==> config.mk <==
export PLATFORM = sky130hd
export DESIGN_NAME = slave_tx_serializer_flat
export DESIGN_NICKNAME = d
export VERILOG_FILES = /design/src/rtl/slave_tx_serializer_if.sv /design/src/rtl/slave_tx_serializer.sv /design/src/flat_wrapper.sv
export SDC_FILE = /design/constraint.sdc
export NUM_CORES = 1
export LEC_CHECK = 0
export CAP_MARGIN = 15
export CORE_MARGIN = 2
export CORE_UTILIZATION = 37
export DETAILED_ROUTE_END_ITERATION = 8
export GPL_TIMING_DRIVEN = 1
export PLACE_DENSITY = 0.67
export SYNTH_ARGS = -nofsm -noshare
export SYNTH_HDL_FRONTEND = slang
export SYNTH_SLANG_ARGS = --single-unit
==> constraint.sdc <==
create_clock -name clk -period 2.9 [get_ports clk]
set_input_delay 0.29 -clock clk [delete_from_list [all_inputs] [get_ports clk]]
set_output_delay 0.29 -clock clk [all_outputs]
set_load 0.02 [all_outputs]
==> src/rtl/slave_tx_serializer_if.sv <==
// Handshake and serial-output bundle for slave_tx_serializer.
// The slave modport is the serializer side; the master modport is the core/bus side.
interface slave_tx_serializer_if #(
    parameter int unsigned DATA_WIDTH = 8
);
    logic                  s_valid;
    logic [DATA_WIDTH-1:0] data_input;
    logic                  s_ready;
    logic                  m_ready;
    logic                  tx_data;
    logic                  tx_valid;
    logic                  s_tx_done;
    logic                  busy;

    modport slave (
        input  s_valid, data_input, m_ready,
        output s_ready, tx_data, tx_valid, s_tx_done, busy
    );

    modport master (
        output s_valid, data_input, m_ready,
        input  s_ready, tx_data, tx_valid, s_tx_done, busy
    );
endinterface

==> src/rtl/slave_tx_serializer.sv <==
// Slave-side serial transmit port: buffers parallel words in a small FIFO and shifts
// each one out a bit per clock, back-to-back with no idle gap between words.
// Optional feature: define SLAVE_TX_PARITY_EN to append an even-parity bit to every word.
module slave_tx_serializer #(
    parameter int unsigned DATA_WIDTH = 8,
    parameter int unsigned FIFO_DEPTH = 2,
    parameter bit          MSB_FIRST  = 1'b0
) (
    input logic                  clk,
    input logic                  rst,
    slave_tx_serializer_if.slave bus
);
    localparam int unsigned CntW  = $clog2(DATA_WIDTH);
    localparam int unsigned AddrW = $clog2(FIFO_DEPTH);
    localparam logic [CntW-1:0]  LastBit   = CntW'(DATA_WIDTH - 1);
    localparam logic [CntW-1:0]  PenultBit = CntW'(DATA_WIDTH - 2);
    localparam logic [AddrW:0]   FullCount = (AddrW + 1)'(FIFO_DEPTH);

`ifdef SLAVE_TX_PARITY_EN
    localparam bit ParityEn = 1'b1;
    typedef enum logic [1:0] {StIdle, StData, StParity} state_e;
`else
    localparam bit ParityEn = 1'b0;
    typedef enum logic [0:0] {StIdle, StData} state_e;
`endif

    state_e                state_q;
    logic [DATA_WIDTH-1:0] shift_q;
    logic [CntW-1:0]       bit_cnt_q;
    logic                  tx_data_q;
    logic                  tx_valid_q;
    logic                  done_q;
`ifdef SLAVE_TX_PARITY_EN
    logic                  parity_q;
`endif

    // FIFO storage; pointers carry one extra bit to tell full from empty.
    logic [DATA_WIDTH-1:0] mem_q [FIFO_DEPTH];
    logic [AddrW:0]        wr_ptr_q, rd_ptr_q;
    logic [AddrW:0]        count;
    logic                  fifo_empty, fifo_full;
    logic                  push, pop, word_end;
    logic [DATA_WIDTH-1:0] head;

    assign count      = wr_ptr_q - rd_ptr_q;
    assign fifo_empty = (count == '0);
    assign fifo_full  = (count == FullCount);
    assign head       = mem_q[rd_ptr_q[AddrW-1:0]];

    // s_ready looks only at registered occupancy, so a same-cycle pop never frees a slot.
    assign bus.s_ready = !fifo_full && !rst;
    assign push        = bus.s_valid && bus.s_ready;

`ifdef SLAVE_TX_PARITY_EN
    assign word_end = (state_q == StParity);
`else
    assign word_end = (state_q == StData) && (bit_cnt_q == LastBit);
`endif

    // m_ready only matters when a new word could start.
    assign pop = !fifo_empty && bus.m_ready && ((state_q == StIdle) || word_end);

    assign bus.tx_data   = tx_data_q;
    assign bus.tx_valid  = tx_valid_q;
    assign bus.s_tx_done = done_q;
    assign bus.busy      = (state_q != StIdle) || !fifo_empty;

    // FIFO pointer update; push and pop in the same cycle leave occupancy unchanged.
    always_ff @(posedge clk) begin
        if (rst) begin
            wr_ptr_q <= '0;
            rd_ptr_q <= '0;
        end else begin
            if (push) wr_ptr_q <= wr_ptr_q + 1'b1;
            if (pop)  rd_ptr_q <= rd_ptr_q + 1'b1;
        end
    end

    // FIFO data array; contents are don't-care until written.
    always_ff @(posedge clk) begin
        if (push) mem_q[wr_ptr_q[AddrW-1:0]] <= bus.data_input;
    end

    // Transmit FSM with registered serial outputs.
    always_ff @(posedge clk) begin
        if (rst) begin
            state_q    <= StIdle;
            shift_q    <= '0;
            bit_cnt_q  <= '0;
            tx_data_q  <= 1'b0;
            tx_valid_q <= 1'b0;
            done_q     <= 1'b0;
`ifdef SLAVE_TX_PARITY_EN
            parity_q   <= 1'b0;
`endif
        end else if (pop) begin
            // Load the next word and drive its first bit immediately.
            state_q    <= StData;
            bit_cnt_q  <= '0;
            tx_valid_q <= 1'b1;
            done_q     <= 1'b0;
            if (MSB_FIRST) begin
                tx_data_q <= head[DATA_WIDTH-1];
                shift_q   <= head << 1;
            end else begin
                tx_data_q <= head[0];
                shift_q   <= head >> 1;
            end
`ifdef SLAVE_TX_PARITY_EN
            parity_q   <= ^head;
`endif
        end else begin
            case (state_q)
                StData: begin
                    if (bit_cnt_q == LastBit) begin
`ifdef SLAVE_TX_PARITY_EN
                        state_q   <= StParity;
                        tx_data_q <= parity_q;
                        done_q    <= 1'b1;
`else
                        state_q    <= StIdle;
                        tx_data_q  <= 1'b0;
                        tx_valid_q <= 1'b0;
                        done_q     <= 1'b0;
`endif
                    end else begin
                        bit_cnt_q <= bit_cnt_q + 1'b1;
                        done_q    <= !ParityEn && (bit_cnt_q == PenultBit);
                        if (MSB_FIRST) begin
                            tx_data_q <= shift_q[DATA_WIDTH-1];
                            shift_q   <= shift_q << 1;
                        end else begin
                            tx_data_q <= shift_q[0];
                            shift_q   <= shift_q >> 1;
                        end
                    end
                end
                default: begin
                    // Idle, or parity bit finished with nothing to start: line held low.
                    state_q    <= StIdle;
                    tx_data_q  <= 1'b0;
                    tx_valid_q <= 1'b0;
                    done_q     <= 1'b0;
                end
            endcase
        end
    end
endmodule
==> src/flat_wrapper.sv <==
// flat-port wrapper written by rule: the top's interface ports become plain ports
module slave_tx_serializer_flat 
#(
    parameter int unsigned DATA_WIDTH = 8,
    parameter int unsigned FIFO_DEPTH = 2,
    parameter bit          MSB_FIRST  = 1'b0
)
  (clk, rst, bus_s_valid, bus_data_input, bus_m_ready, bus_s_ready, bus_tx_data, bus_tx_valid, bus_s_tx_done, bus_busy);
  slave_tx_serializer_if #(.DATA_WIDTH(DATA_WIDTH)) bus_i ();
  input logic clk;
  input logic rst;
  input wire logic [$bits(bus_i.s_valid)-1:0] bus_s_valid;
  input wire logic [$bits(bus_i.data_input)-1:0] bus_data_input;
  input wire logic [$bits(bus_i.m_ready)-1:0] bus_m_ready;
  output wire logic [$bits(bus_i.s_ready)-1:0] bus_s_ready;
  output wire logic [$bits(bus_i.tx_data)-1:0] bus_tx_data;
  output wire logic [$bits(bus_i.tx_valid)-1:0] bus_tx_valid;
  output wire logic [$bits(bus_i.s_tx_done)-1:0] bus_s_tx_done;
  output wire logic [$bits(bus_i.busy)-1:0] bus_busy;
  assign bus_i.s_valid = bus_s_valid;
  assign bus_i.data_input = bus_data_input;
  assign bus_i.m_ready = bus_m_ready;
  assign bus_s_ready = bus_i.s_ready;
  assign bus_tx_data = bus_i.tx_data;
  assign bus_tx_valid = bus_i.tx_valid;
  assign bus_s_tx_done = bus_i.s_tx_done;
  assign bus_busy = bus_i.busy;
  slave_tx_serializer #(.DATA_WIDTH(DATA_WIDTH), .FIFO_DEPTH(FIFO_DEPTH), .MSB_FIRST(MSB_FIRST)) u_core (.clk(clk), .rst(rst), .bus(bus_i));
endmodule
Yosys cells after proc, flatten, opt, wreduce, memory -nomap -nowiden
Memory sizes are Yosys's and may differ from the RTL's. A register that Yosys moved wholly into a read port is not among the register bits.
Index checks and enable logic that the tools add are counted.
- bits of input ports: 12
- register bits: 18
- memories: 1
- output and inout bits: 5
- memory bits (writable): 16
- word-level logic and storage cells: 52
- $add $sub $neg: 4
- bitwise logic cells: 2
- muxes and demuxes: 16
- equal/unequal tests: 5
- reductions and logical operators: 16
- memories (name ; depth ; bits a word ; rd ports ; clocked after memory_dff ; write ports ; RTL line ; text):
    u_core.mem_q ; 2 ; 8 ; 1 ; 1 ; 1 ; slave_tx_serializer.sv:38 ; logic [DATA_WIDTH-1:0] mem_q [FIFO_DEPTH];
- operators with widths (operator ; count):
    two-way mux 7 bit ; 3
    two-way mux 1 bit ; 13
    equality test 3 bit, second input constant ; 2
    logical AND 1 bit ; 5
    adder 2 x 1 -> 2 bit, second input constant ; 2
    AND reduction 2 bit ; 2
    OR reduction 4 bit ; 1
    adder 3 x 1 -> 3 bit, second input constant ; 1
    logical NOT 1 bit ; 3
    inequality test 3 bit, second input constant ; 1
    equality test 2 bit, second input constant ; 1
    logical NOT 2 bit ; 1
    logical OR 1 bit ; 2
    inequality test 2 x 1 -> 1 bit, second input constant ; 1
    NOT 1 bit ; 2
    nonzero test 2 bit ; 1
    OR reduction 2 bit ; 1
    subtractor 2 bit ; 1

Longest topological paths before layout
Gate-level depths: netlist of run 1.
- depth in word-level cells: 7
- mapped depth: 7

Worst setup path before layout of run 1
Ideal clock, no wire load.
- path type: reg2reg
- start: register u_core.rd_ptr_q[0]
- end: memory u_core.mem_q[0][0], enable pin
- cell stages (with the launch flop): 5
- data arrival time: 1518 ps
- slack: 1012 ps
- library setup time: 370 ps
- clock period less this slack: 1888 ps
- buffers on the path: 0
- cell sequence: dfxtp_1 -> xnor2_1 -> a21oi_1 -> nand2_1 -> nor2_1
- cells in the longest elaborated chain, start to end: 7
- ends and longest elaborated chain (what ; RTL line ; text):
    from (decl) ; slave_tx_serializer.sv:39 ; logic [AddrW:0] wr_ptr_q, rd_ptr_q;
    from (signal assigned) ; slave_tx_serializer.sv:75 ; if (pop) rd_ptr_q <= rd_ptr_q + 1'b1;
    subtractor 2 bit ; slave_tx_serializer.sv:45 ; assign count = wr_ptr_q - rd_ptr_q;
    equality test 2 bit ; slave_tx_serializer.sv:47 ; assign fifo_full = (count == FullCount);
    logical NOT 1 bit ; slave_tx_serializer.sv:51 ; assign bus.s_ready = !fifo_full && !rst;
    logical AND 1 bit ; slave_tx_serializer.sv:51 ;
    named net bus_s_ready ; flat_wrapper.sv:15 ; output wire logic [$bits(bus_i.s_ready)-1:0] bus_s_ready;
    logical AND 1 bit ; slave_tx_serializer.sv:52 ; assign push = bus.s_valid && bus.s_ready;
    two-way mux 1 bit ; slave_tx_serializer.sv:81 ; if (push) mem_q[wr_ptr_q[AddrW-1:0]] <= bus.data_input;
    two-way mux 1 bit (not written as such) ; slave_tx_serializer.sv:81 ;
    to (decl) ; slave_tx_serializer.sv:38 ;
The timed path passes the listed nets, and every way through them passes these cells.

Worst setup path in the final report of run 1
- start: register u_core.rd_ptr_q[0]
- end: output bus_busy
- cells in the longest elaborated chain, start to end: 4
- ends and longest elaborated chain (what ; RTL line ; text):
    subtractor 2 bit ; slave_tx_serializer.sv:45 ;
    logical NOT 2 bit ; slave_tx_serializer.sv:46 ; assign fifo_empty = (count == '0);
    logical NOT 1 bit ; slave_tx_serializer.sv:66 ; assign bus.busy = (state_q != StIdle) || !fifo_empty;
    logical OR 1 bit ; slave_tx_serializer.sv:66 ;
    to (decl) ; flat_wrapper.sv:19 ; output wire logic [$bits(bus_i.busy)-1:0] bus_busy;
No other way between the ends.

==> flow_summary.json, run 1 <==
{
  "period_share_pct": 75.6,
  "status": "finished clean",
  "drt_iter0_drc": 24,
  "fp.dieArea_mm2": 0.00444,
  "grt_max_degree": 17,
  "final_util_pct": 47.1,
  "num_rows": 22,
  "synth_seq_area_share_pct": 59.4,
  "required_ns": 2.61,
  "synth_top_area_share_pct": 33.1,
  "die_y_um": 66.6,
  "slew-limit-headroom_pct": 53.9,
  "switching_share_pct": 29.5,
  "critical_path_arrival_ns": 1.90,
  "critPathLaunch": "u_core.rd_ptr_q[0]",
  "clock.fmax_mhz": 456,
  "slew_violations": 0,
  "setup_viol": 0,
  "drt-met1-wl_um": 1120,
  "start_kind": "flop",
  "track_usage_pct": 13.1,
  "syn_area_mm2": 0.00145,
  "ys_warn_count": 0,
  "gp_congestion": 0.716,
  "synthToLayoutAreaGrowth_pct": 20.6,
  "grt_pass1_wl_um": 4240,
  "netlist-cell-type-count": 30,
  "grt_pass1_vias": 1007,
  "core_area_mm2": 0.00372,
  "antenna_cells": 0,
  "ant_nets": 0,
  "combPwrFrac_pct": 23.5,
  "path_max_fanout": 5,
  "dp_hpwl_um": 1780,
  "wl_um": 2480,
  "fin_skew_ns": 0.00610,
  "drv_cap": 0,
  "setup.worst_path.end": "bus_busy",
  "cts_resized": 0,
  "cts.path.max_buffers": 2,
  "start_util_pct": 39.0,
  "final_hold_viol_count": 0,
  "portBuffers": 16,
  "clock-sinks": 35,
  "synthCells": 122,
  "dpl.cell_count": 181,
  "insertion_delay_ns": 0.28,
  "vdd_drop_max_mv": 0.353,
  "hp-class": "flop to flop",
  "holdBufCountCts": 0,
  "wl_per_cell_um": 13.1,
  "drc": 0,
  "overflow": 0,
  "path_clk_slew_ns": 0.07,
  "worst_path_largest_cell_delay_ns": 0.55,
  "whs_ns": 0.457,
  "antenna_found_initial": 0,
  "htree_levels": 2,
  "cp_top_family": "buffers and inverters",
  "rsz0062_at_grt": "false",
  "crit_chain": "xor2_2, or3_2, clkdlybuf4s50_1",
  "cp_num_buf_inv": 1,
  "ios": 17,
  "ff2ff_path_depth": 5,
  "power.switching_uw": 415,
  "r2r_setup_slack_ns": 0.94,
  "wl_met2_um": 1190,
  "path_depth": 3,
  "synth_top_area_cell": "edfxtp_1",
  "dr.max_layer_used": "met4",
  "fin_nets": 155,
  "cts_buffers": 5,
  "period_minus_slack_ns": 2.19,
  "final_cells": 189,
  "worstMarginPinSlew_ns": 0.692,
  "crit_type": "flop to primary output",
  "syn_area_per_cell_um2": 11.9,
  "drive_gt1_share_pct": 9.93,
  "num_vias": 943,
  "firstDrtPassIters": 4,
  "leakage_uw": 0.000598,
  "clockPowerShare_pct": 29.8,
  "via_per_inst": 4.99,
  "synth-seq-cells": 35,
  "r2r_end": "u_core.shift_q[3]",
  "cts_tree": "done",
  "power_density_mw_per_mm2": 804,
  "cts-root-buf": "clkbuf_8",
  "post_cts_buffers": 0,
  "power.internal_uw": 991,
  "slowest_stage": "clkdlybuf4s50_1",
  "r2r_start": "u_core.bit_cnt_q[1]",
  "crit_path_end_kind": "primary output",
  "wl_met3_um": 73,
  "floorplan.die.width_um": 66.6,
  "fin_tns_setup_ns": 0,
  "power_uw": 1410,
  "whs_path_depth": 2,
  "syn-num-nets": 137,
  "synthTopCellsByArea": "edfxtp_1 33%, dfxtp_1 26%, a211oi_1 3.6%",
  "seqPwrFrac_pct": 46.8
}
==> layout make-up <==
cell class	count	area [um^2]
fillers	338	1970
flip-flops and latches	35	861
multi-input cells	78	542
repair buffers	17	168
clock buffers	5	68.8
well taps	48	60.1
clock inverters	3	38.8
inverters	3	11.3
==> per-layer routing <==
layer,GRT usage (%),vias up
met1,14.6,446
met2,20.4,17
met3,3.55,8
li1,-,472
met5,0,-
met4,11.7,0
==> cell families after synthesis <==
logic type | count (synthesis) | share of synthesized area (%)
AND/OR/NAND/NOR | 41 | 14.1
flip-flops | 35 | 59.4
AO/OA/AOI/OAI | 25 | 13.9
buffers and inverters | 9 | 3.28
XOR/XNOR | 6 | 4.66
multiplexers | 3 | 2.16
adder cells (fa/ha/maj) | 3 | 2.59
==> power groups by stage <==
stage | Clock (uW) | Sequential, uW | Combinational [uW]
final | 419 | 658 | 330
after global routing | 440 | 672 | 369
after CTS | 428 | 659 | 332
after detailed placement | 0 | 669 | 330
after global placement | 0 | 665 | 321
after floorplan | 0 | 651 | 261
==> cell usage after synthesis <==
| cell type | number |
|---|---|
| nor2_1 | 14 |
| a2111oi_4 | 1 |
| buf_2 | 2 |
| dfxtp_1 | 19 |
| edfxtp_1 | 16 |
| o21ai_2 | 1 |
| o32ai_1 | 6 |
| nand3_1 | 3 |
| a211oi_1 | 7 |
| or3_2 | 1 |
| xnor2_1 | 2 |
| a21oi_1 | 6 |
| nor2b_1 | 7 |
| ha_1 | 3 |
| xor2_2 | 2 |
| clkbuf_1 | 2 |
| o211ai_1 | 1 |
| nand2b_1 | 8 |
| a31oi_1 | 1 |
| nor3_1 | 1 |
| or2b_1 | 1 |
| mux2i_1 | 2 |
| buf_6 | 1 |
| o2111ai_1 | 1 |
| o21a_1 | 1 |
| mux2_2 | 1 |
| inv_1 | 3 |
| buf_4 | 1 |
| xor2_1 | 2 |
| nand2_1 | 6 |
==> tightest hold or removal path, stage by stage (launching register included) <==
cell and delay, ns:
dfxtp_1 0.31, nand2_1 0.05, a21oi_1 0.05
==> worst min-delay path by stage <==
stage / slack (ns) / endpoint / start
finish: 0.46 / u_core.bus.tx_valid / u_core.bus.tx_valid
global route: 0.48 / u_core.bus.tx_data / u_core.shift_q[0]
CTS: 0.46 / u_core.bus.tx_data / u_core.shift_q[0]
detailed placement: 0.45 / u_core.bus.tx_data / u_core.shift_q[0]
global placement: 0.45 / u_core.bus.tx_valid / u_core.bus.tx_valid
floorplan: 0.39 / u_core.mem_q[0][0] / bus_data_input[0]
==> sequential cells by signal, summed over array words and instances, names as in the netlist, named ones only <==
signal and count:
u_core.mem_q 16, u_core.shift_q 7, u_core.bit_cnt_q 3, u_core.rd_ptr_q 2
u_core.wr_ptr_q 2, u_core.bus.s_tx_done 1, u_core.bus.tx_data 1, u_core.bus.tx_valid 1
u_core.state_q 1
==> metrics by stage <==
step,setup WS [ns],instance area [um^2]
floorplan,1.01,1450
global placement,0.885,1640
detailed placement,0.863,1640
CTS,0.691,1750
global route,0.611,1750
finish,0.707,1750
==> cell usage in the layout, fill, tap and decap left out <==
cell type        instances
mux2_2                   1
a211oi_1                 7
clkinv_2                 1
a21oi_1                  6
edfxtp_1                16
ha_1                     3
nand2_1                  6
o211ai_1                 1
mux2i_1                  2
clkinv_1                 1
or3_2                    1
clkbuf_8                 5
xnor2_1                  2
clkdlybuf4s50_1         16
o21a_1                   1
o32ai_1                  6
bufinv_16                1
nand3_1                  3
a2111oi_4                1
o2111ai_1                1
xor2_1                   2
inv_1                    3
xor2_2                   2
a31oi_1                  1
nor2b_1                  7
nor3_1                   1
or2b_1                   1
buf_4                    1
dfxtp_1                 19
nand2b_1                 8
o21ai_2                  1
nor2_1                  14
No activity file was read; power rests on OpenSTA's default activity.
==> inputs of run 2 (changes only) <==
- PLACE_DENSITY: 0.67 -> 0.69
- clock period: 2.9 -> 1.8 ns (I/O delays scaled with it)
==> run 2 against run 1 <==
Non-clock buffer count grew 10. Sequential power grew 58%. Combinational power grew 90%. Largest power group unchanged. Design area grew 2.8%. Largest cell class unchanged. Hold slack is essentially flat.
==> flow_summary.json, run 2 (synthesis results as in run 1) <==
{
  "combPwrFrac_pct": 28.7,
  "die_y_um": 66.6,
  "crit_chain": "xor2_2, or3_2, clkdlybuf4s15_1",
  "fin_tns_setup_ns": 0,
  "r2r_start": "u_core.bit_cnt_q[0]",
  "fin_nets": 165,
  "grt_max_degree": 14,
  "power_density_mw_per_mm2": 1210,
  "hp-class": "flop to flop",
  "num_rows": 22,
  "slowest_stage": "or3_2",
  "setup.worst_path.end": "bus_busy",
  "layout_commonest_cell": "dfxtp_1",
  "grt_pass1_vias": 987,
  "switching_share_pct": 30.3,
  "antenna_cells": 0,
  "place_area_mm2": 0.00172,
  "critical_path_arrival_ns": 1.56,
  "critPathLaunch": "u_core.wr_ptr_q[1]",
  "leakage_uw": 0.000634,
  "setup_viol": 0,
  "ant_nets": 0,
  "power.internal_uw": 1520,
  "worst_path_largest_cell_delay_ns": 0.45,
  "wl_met3_um": 115,
  "dr.max_layer_used": "met4",
  "cp_num_buf_inv": 1,
  "clock-sinks": 35,
  "wl_um": 2500,
  "cp_top_family": "simple AND/OR/NAND/NOR gates",
  "cts_buffers": 5,
  "path_clk_slew_ns": 0.06,
  "period_share_pct": 96.8,
  "crit_type": "flop to primary output",
  "power.switching_uw": 662,
  "slew_violations": 0,
  "portBuffers": 16,
  "clock.fmax_mhz": 574,
  "drc": 0,
  "wl_per_cell_um": 12.6,
  "clockPowerShare_pct": 23.6,
  "start_kind": "flop",
  "firstDrtPassIters": 4,
  "ios": 17,
  "period_minus_slack_ns": 1.74,
  "power_uw": 2180,
  "insertion_delay_ns": 0.28,
  "antenna_found_initial": 0,
  "start_util_pct": 39.0,
  "grt_pass1_wl_um": 4460,
  "r2r_setup_slack_ns": 0.14,
  "whs_ns": 0.457,
  "gp_congestion": 0.759,
  "holdBufCountCts": 0,
  "cts.path.max_buffers": 2,
  "final_hold_viol_count": 0,
  "htree_levels": 2,
  "overflow": 0,
  "wl_met2_um": 1280,
  "num_vias": 967,
  "synthToLayoutAreaGrowth_pct": 24.0,
  "crit_path_end_kind": "primary output",
  "status": "finished clean",
  "slew-limit-headroom_pct": 68.6,
  "worstMarginPinSlew_ns": 0.470,
  "cts-root-buf": "clkbuf_8",
  "drt-met1-wl_um": 1080,
  "ff2ff_path_depth": 5,
  "fin_area_mm2": 0.00180,
  "r2r_end": "u_core.shift_q[1]",
  "fp.dieArea_mm2": 0.00444,
  "required_ns": 1.62,
  "cts_tree": "done",
  "drive_gt1_share_pct": 15.2,
  "drt_iter0_drc": 42,
  "largest_reg_flops": 16,
  "fin_skew_ns": 0.00492,
  "drv_cap": 0,
  "via_per_inst": 4.86,
  "core_area_mm2": 0.00372,
  "track_usage_pct": 13.8,
  "floorplan.die.width_um": 66.6,
  "path_depth": 3,
  "vdd_drop_max_mv": 0.578,
  "rsz0062_at_grt": "false",
  "dp_hpwl_um": 1850,
  "final_cell_mix": "19 x dfxtp_1, 16 x edfxtp_1, 14 x clkdlybuf4s50_1, 13 x nor2_1, 11 x buf_4",
  "path_max_fanout": 3,
  "seqPwrFrac_pct": 47.6
}
-- run 2: tightest hold or removal path, stage by stage, from the launching register on --
cell     delay [ns]
dfxtp_1        0.32
nand2_1        0.06
nor3_1         0.03
-- run 2: final cells by class --
type / count / area, um^2
Fill cell: 340 / 1920
Sequential cell: 35 / 861
Multi-Input combinational cell: 78 / 544
Timing Repair Buffer: 27 / 241
Clock buffer: 8 / 80.1
Tap cell: 48 / 60.1
Inverter: 3 / 11.3
-- run 2: through the flow --
stage	setup WS, ns	utilization, %	cells
floorplan	0.0439	-	122
global placement	0.122	46.3	191
detailed placement	0.0971	46.3	191
CTS	0.0116	48.4	199
global route	0.00378	48.4	199
finish	0.0568	48.4	199
-- run 2: layer usage --
metal	vias to the layer above	global-route usage [%]
met2	18	23.1
met3	2	5.07
met5	-	0
li1	488	-
met1	459	15.7
met4	0	5.87
-- run 2: worst min-delay path by stage --
stage | from | endpoint | slack (ns) | cells past startpoint
after floorplan | bus_data_input[0] | u_core.mem_q[0][0] | 0.28 | 0
after global placement | u_core.shift_q[0] | u_core.bus.tx_data | 0.45 | 2
after detailed placement | u_core.bit_cnt_q[2] | u_core.bus.s_tx_done | 0.45 | 2
after CTS | u_core.bit_cnt_q[2] | u_core.bus.s_tx_done | 0.46 | 2
after global routing | bus_data_input[0] | u_core.mem_q[0][0] | 0.48 | 1
final | u_core.bit_cnt_q[2] | u_core.bus.s_tx_done | 0.46 | 2
-- run 2: what timing repair did --
item                                    CTS  global route
gates resized for setup                   2             1
hold endpoints to repair                  0             0
setup buffers                             0             0
endpoints found under the setup margin    2             1
-- run 2: power by group through the flow --
| stage | clock, uW | combinational [uW] | sequential (uW) |
|---|---|---|---|
| global route | 572 | 698 | 1060 |
| floorplan | 0 | 421 | 1050 |
| finish | 516 | 628 | 1040 |
| global placement | 0 | 616 | 1050 |
| detailed placement | 0 | 640 | 1060 |
| CTS | 533 | 628 | 1040 |
==> inputs of run 3 (changes only) <==
- ABC_AREA: not set -> 1
- CORE_ASPECT_RATIO: not set -> 1.1
- PLACE_DENSITY: 0.69 -> 0.68
==> run 3 against run 2 <==
Setup slack improved by 0.13 ns. Global-route usage fell by 1.6 points. Non-clock buffer count fell by 6. Maximum frequency rose by 8.4%. Power fell by 22%. Register-to-register slack improved by 0.13 ns. Hold slack improved by 0.0059 ns. Via count rose by 14%. Combinational power fell by 57%. Critical path type unchanged. First-iteration DRC count rose by 26%.
==> flow_summary.json, run 3 <==
{
  "r2r_end": "u_core.bus.tx_data",
  "vdd_drop_max_mv": 0.393,
  "grt_pass1_vias": 909,
  "cts.path.max_buffers": 2,
  "path_clk_slew_ns": 0.07,
  "r2r_setup_slack_ns": 0.27,
  "htree_levels": 2,
  "fin_skew_ns": 0.00593,
  "ant_nets": 0,
  "yosysMostFrequentCell": "nand2_1",
  "fp.dieArea_mm2": 0.00465,
  "period_share_pct": 89.4,
  "die_y_um": 71.3,
  "r2r_start": "u_core.bit_cnt_q[0]",
  "slew-limit-headroom_pct": 74.2,
  "syn-num-nets": 180,
  "antenna_cells": 0,
  "clock-sinks": 35,
  "required_ns": 1.62,
  "start_util_pct": 38.4,
  "whs_ns": 0.463,
  "drv_cap": 0,
  "fin_nets": 203,
  "ys_warn_count": 0,
  "start_kind": "flop",
  "floorplan.die.width_um": 65.2,
  "portBuffers": 16,
  "synth-compound-area-share_pct": 6.73,
  "power_density_mw_per_mm2": 930,
  "period_minus_slack_ns": 1.61,
  "ios": 17,
  "synth_simple_gate_area_share_pct": 26.8,
  "power_uw": 1710,
  "num_vias": 1103,
  "status": "finished clean",
  "yosys.area_share.xor_xnor_pct": 1.15,
  "ys_top_cells_by_count": "54 x nand2_1, 19 x dfxtp_1, 16 x edfxtp_1",
  "post_cts_buffers": 0,
  "synth_top_area_share_pct": 31.5,
  "wl_um": 2460,
  "insertion_delay_ns": 0.29,
  "num_rows": 24,
  "synth_mux_area_share_pct": 0,
  "hp-start": "u_core.bus.tx_valid",
  "track_usage_pct": 12.1,
  "via_per_inst": 4.58,
  "core_area_mm2": 0.00396,
  "netlist-cell-type-count": 24,
  "pre_cts_ws_ns": 0.194,
  "final_hold_viol_count": 0,
  "setup_viol": 0,
  "synthArstFlopShare_pct": 0,
  "drt_iter0_drc": 53,
  "setup_ws_ns": 0.191,
  "worst_path_largest_cell_delay_ns": 0.41,
  "clock.fmax_mhz": 622,
  "hp-class": "flop to flop",
  "place_area_mm2": 0.00176,
  "overflow": 0,
  "synth_ff_type": "dfxtp_1",
  "cts_resized": 2,
  "ff2ff_path_depth": 8,
  "drc": 0,
  "crit_chain": "inv_2, nand2_1, nand2_2, a21oi_1, dlygate4sd2_1",
  "synthCells": 165,
  "critical_path_arrival_ns": 1.43,
  "cp_num_buf_inv": 2,
  "cts_tree": "done",
  "grt_pass1_wl_um": 4150,
  "crit_path_end_kind": "primary output",
  "slowest_stage": "dfxtp_1",
  "worstMarginPinSlew_ns": 0.386,
  "synth_fa_ha_area_share_pct": 2.46,
  "synth_top_area_cell": "edfxtp_1",
  "syn_area_mm2": 0.00152,
  "synth-seq-cells": 35,
  "leakage_uw": 0.000777,
  "slew_violations": 0,
  "grt_max_degree": 22,
  "wl_per_cell_um": 10.2,
  "cts-root-buf": "clkbuf_8",
  "drive_gt1_share_pct": 13.8,
  "path_max_fanout": 4,
  "synth_top_family_by_area": "simple AND/OR/NAND/NOR gates",
  "fin_area_mm2": 0.00183,
  "synthTopCellsByArea": "edfxtp_1 32%, dfxtp_1 25%, nand2_1 13%",
  "layout_commonest_cell": "nand2_1",
  "firstDrtPassIters": 4,
  "antenna_found_initial": 0,
  "synthToLayoutAreaGrowth_pct": 20.3,
  "synth-edff-count": 16,
  "largest_reg_flops": 16,
  "fin_tns_setup_ns": 0,
  "rsz0062_at_grt": "false",
  "syn_area_per_cell_um2": 9.24,
  "whs_path_depth": 1,
  "worstHoldEndpoint": "u_core.bus.tx_valid",
  "final_cell_mix": "54 x nand2_1, 19 x dfxtp_1, 16 x edfxtp_1, 14 x nand3_1, 14 x clkdlybuf4s50_1",
  "crit_type": "flop to primary output",
  "dp_hpwl_um": 1740,
  "synth_seq_area_share_pct": 56.5,
  "gp_congestion": 0.727,
  "cts_buffers": 5,
  "holdBufCountCts": 0,
  "cp_top_family": "buffers and inverters"
}
-- run 3: worst register-to-register path, stage by stage, from the launching register on --
cell and delay (ns):
dfxtp_1 0.33, ha_1 0.20, ha_1 0.22, nor2_4 0.12, inv_2 0.16, nand3_4 0.17, clkinv_2 0.10, nand2_1 0.10
a21oi_2 0.05
-- run 3: power by group --
part	internal (uW)	total, uW	switching, uW
combinational	108	273	166
sequential	879	906	27.8
clock	263	526	263
total	1250	1710	456
-- run 3: stage by stage --
step	util [%]	std cells
2_1_floorplan	-	165
3_3_place_gp	44.3	233
3_5_place_dp	44.3	233
4_1_cts	46.2	241
5_1_grt	46.2	241
6_report	46.2	241
-- run 3: cell type report --
type | count | area (um^2)
clock inverters | 2 | 7.51
repair buffers | 21 | 195
fillers | 401 | 2130
inverters | 17 | 65.1
well taps | 52 | 65.1
multi-input cells | 108 | 567
clock buffers | 6 | 72.6
flip-flops and latches | 35 | 861
-- run 3: how the worst max path moves through the flow --
| stage | start | to | depth (start not counted) |
|---|---|---|---|
| 2_1_floorplan | u_core.wr_ptr_q[0] | u_core.mem_q[1][0] | 6 |
| 3_3_place_gp | rst | bus_s_ready | 3 |
| 3_5_place_dp | rst | bus_s_ready | 3 |
| 4_1_cts | u_core.wr_ptr_q[0] | bus_s_ready | 5 |
| 5_1_grt | u_core.rd_ptr_q[0] | bus_s_ready | 5 |
| 6_report | u_core.wr_ptr_q[0] | bus_s_ready | 5 |
-- run 3: logic make-up (layout without fill, tap and decap cells) --
| family | after synthesis | in the layout |
|---|---|---|
| and+or+nand+nor | 88 | 88 |
| DFF | 35 | 35 |
| buffers and inverters | 22 | 46 |
| AOI/OAI and AO/OA | 15 | 15 |
| adders and majority gates | 3 | 3 |
| xor gates and xnor gates | 2 | 2 |
-- run 3: layer usage --
layer | wire [um] | part of all wire (%) | up-vias | track usage (%)
met1 | 1150 | 47 | 488 | 15.3
li1 | - | - | 586 | -
met3 | 125 | 5.1 | 7 | 4.71
met5 | 0 | 0 | - | 0
met4 | 77 | 3.1 | 0 | 7.64
met2 | 1110 | 45 | 22 | 17.3
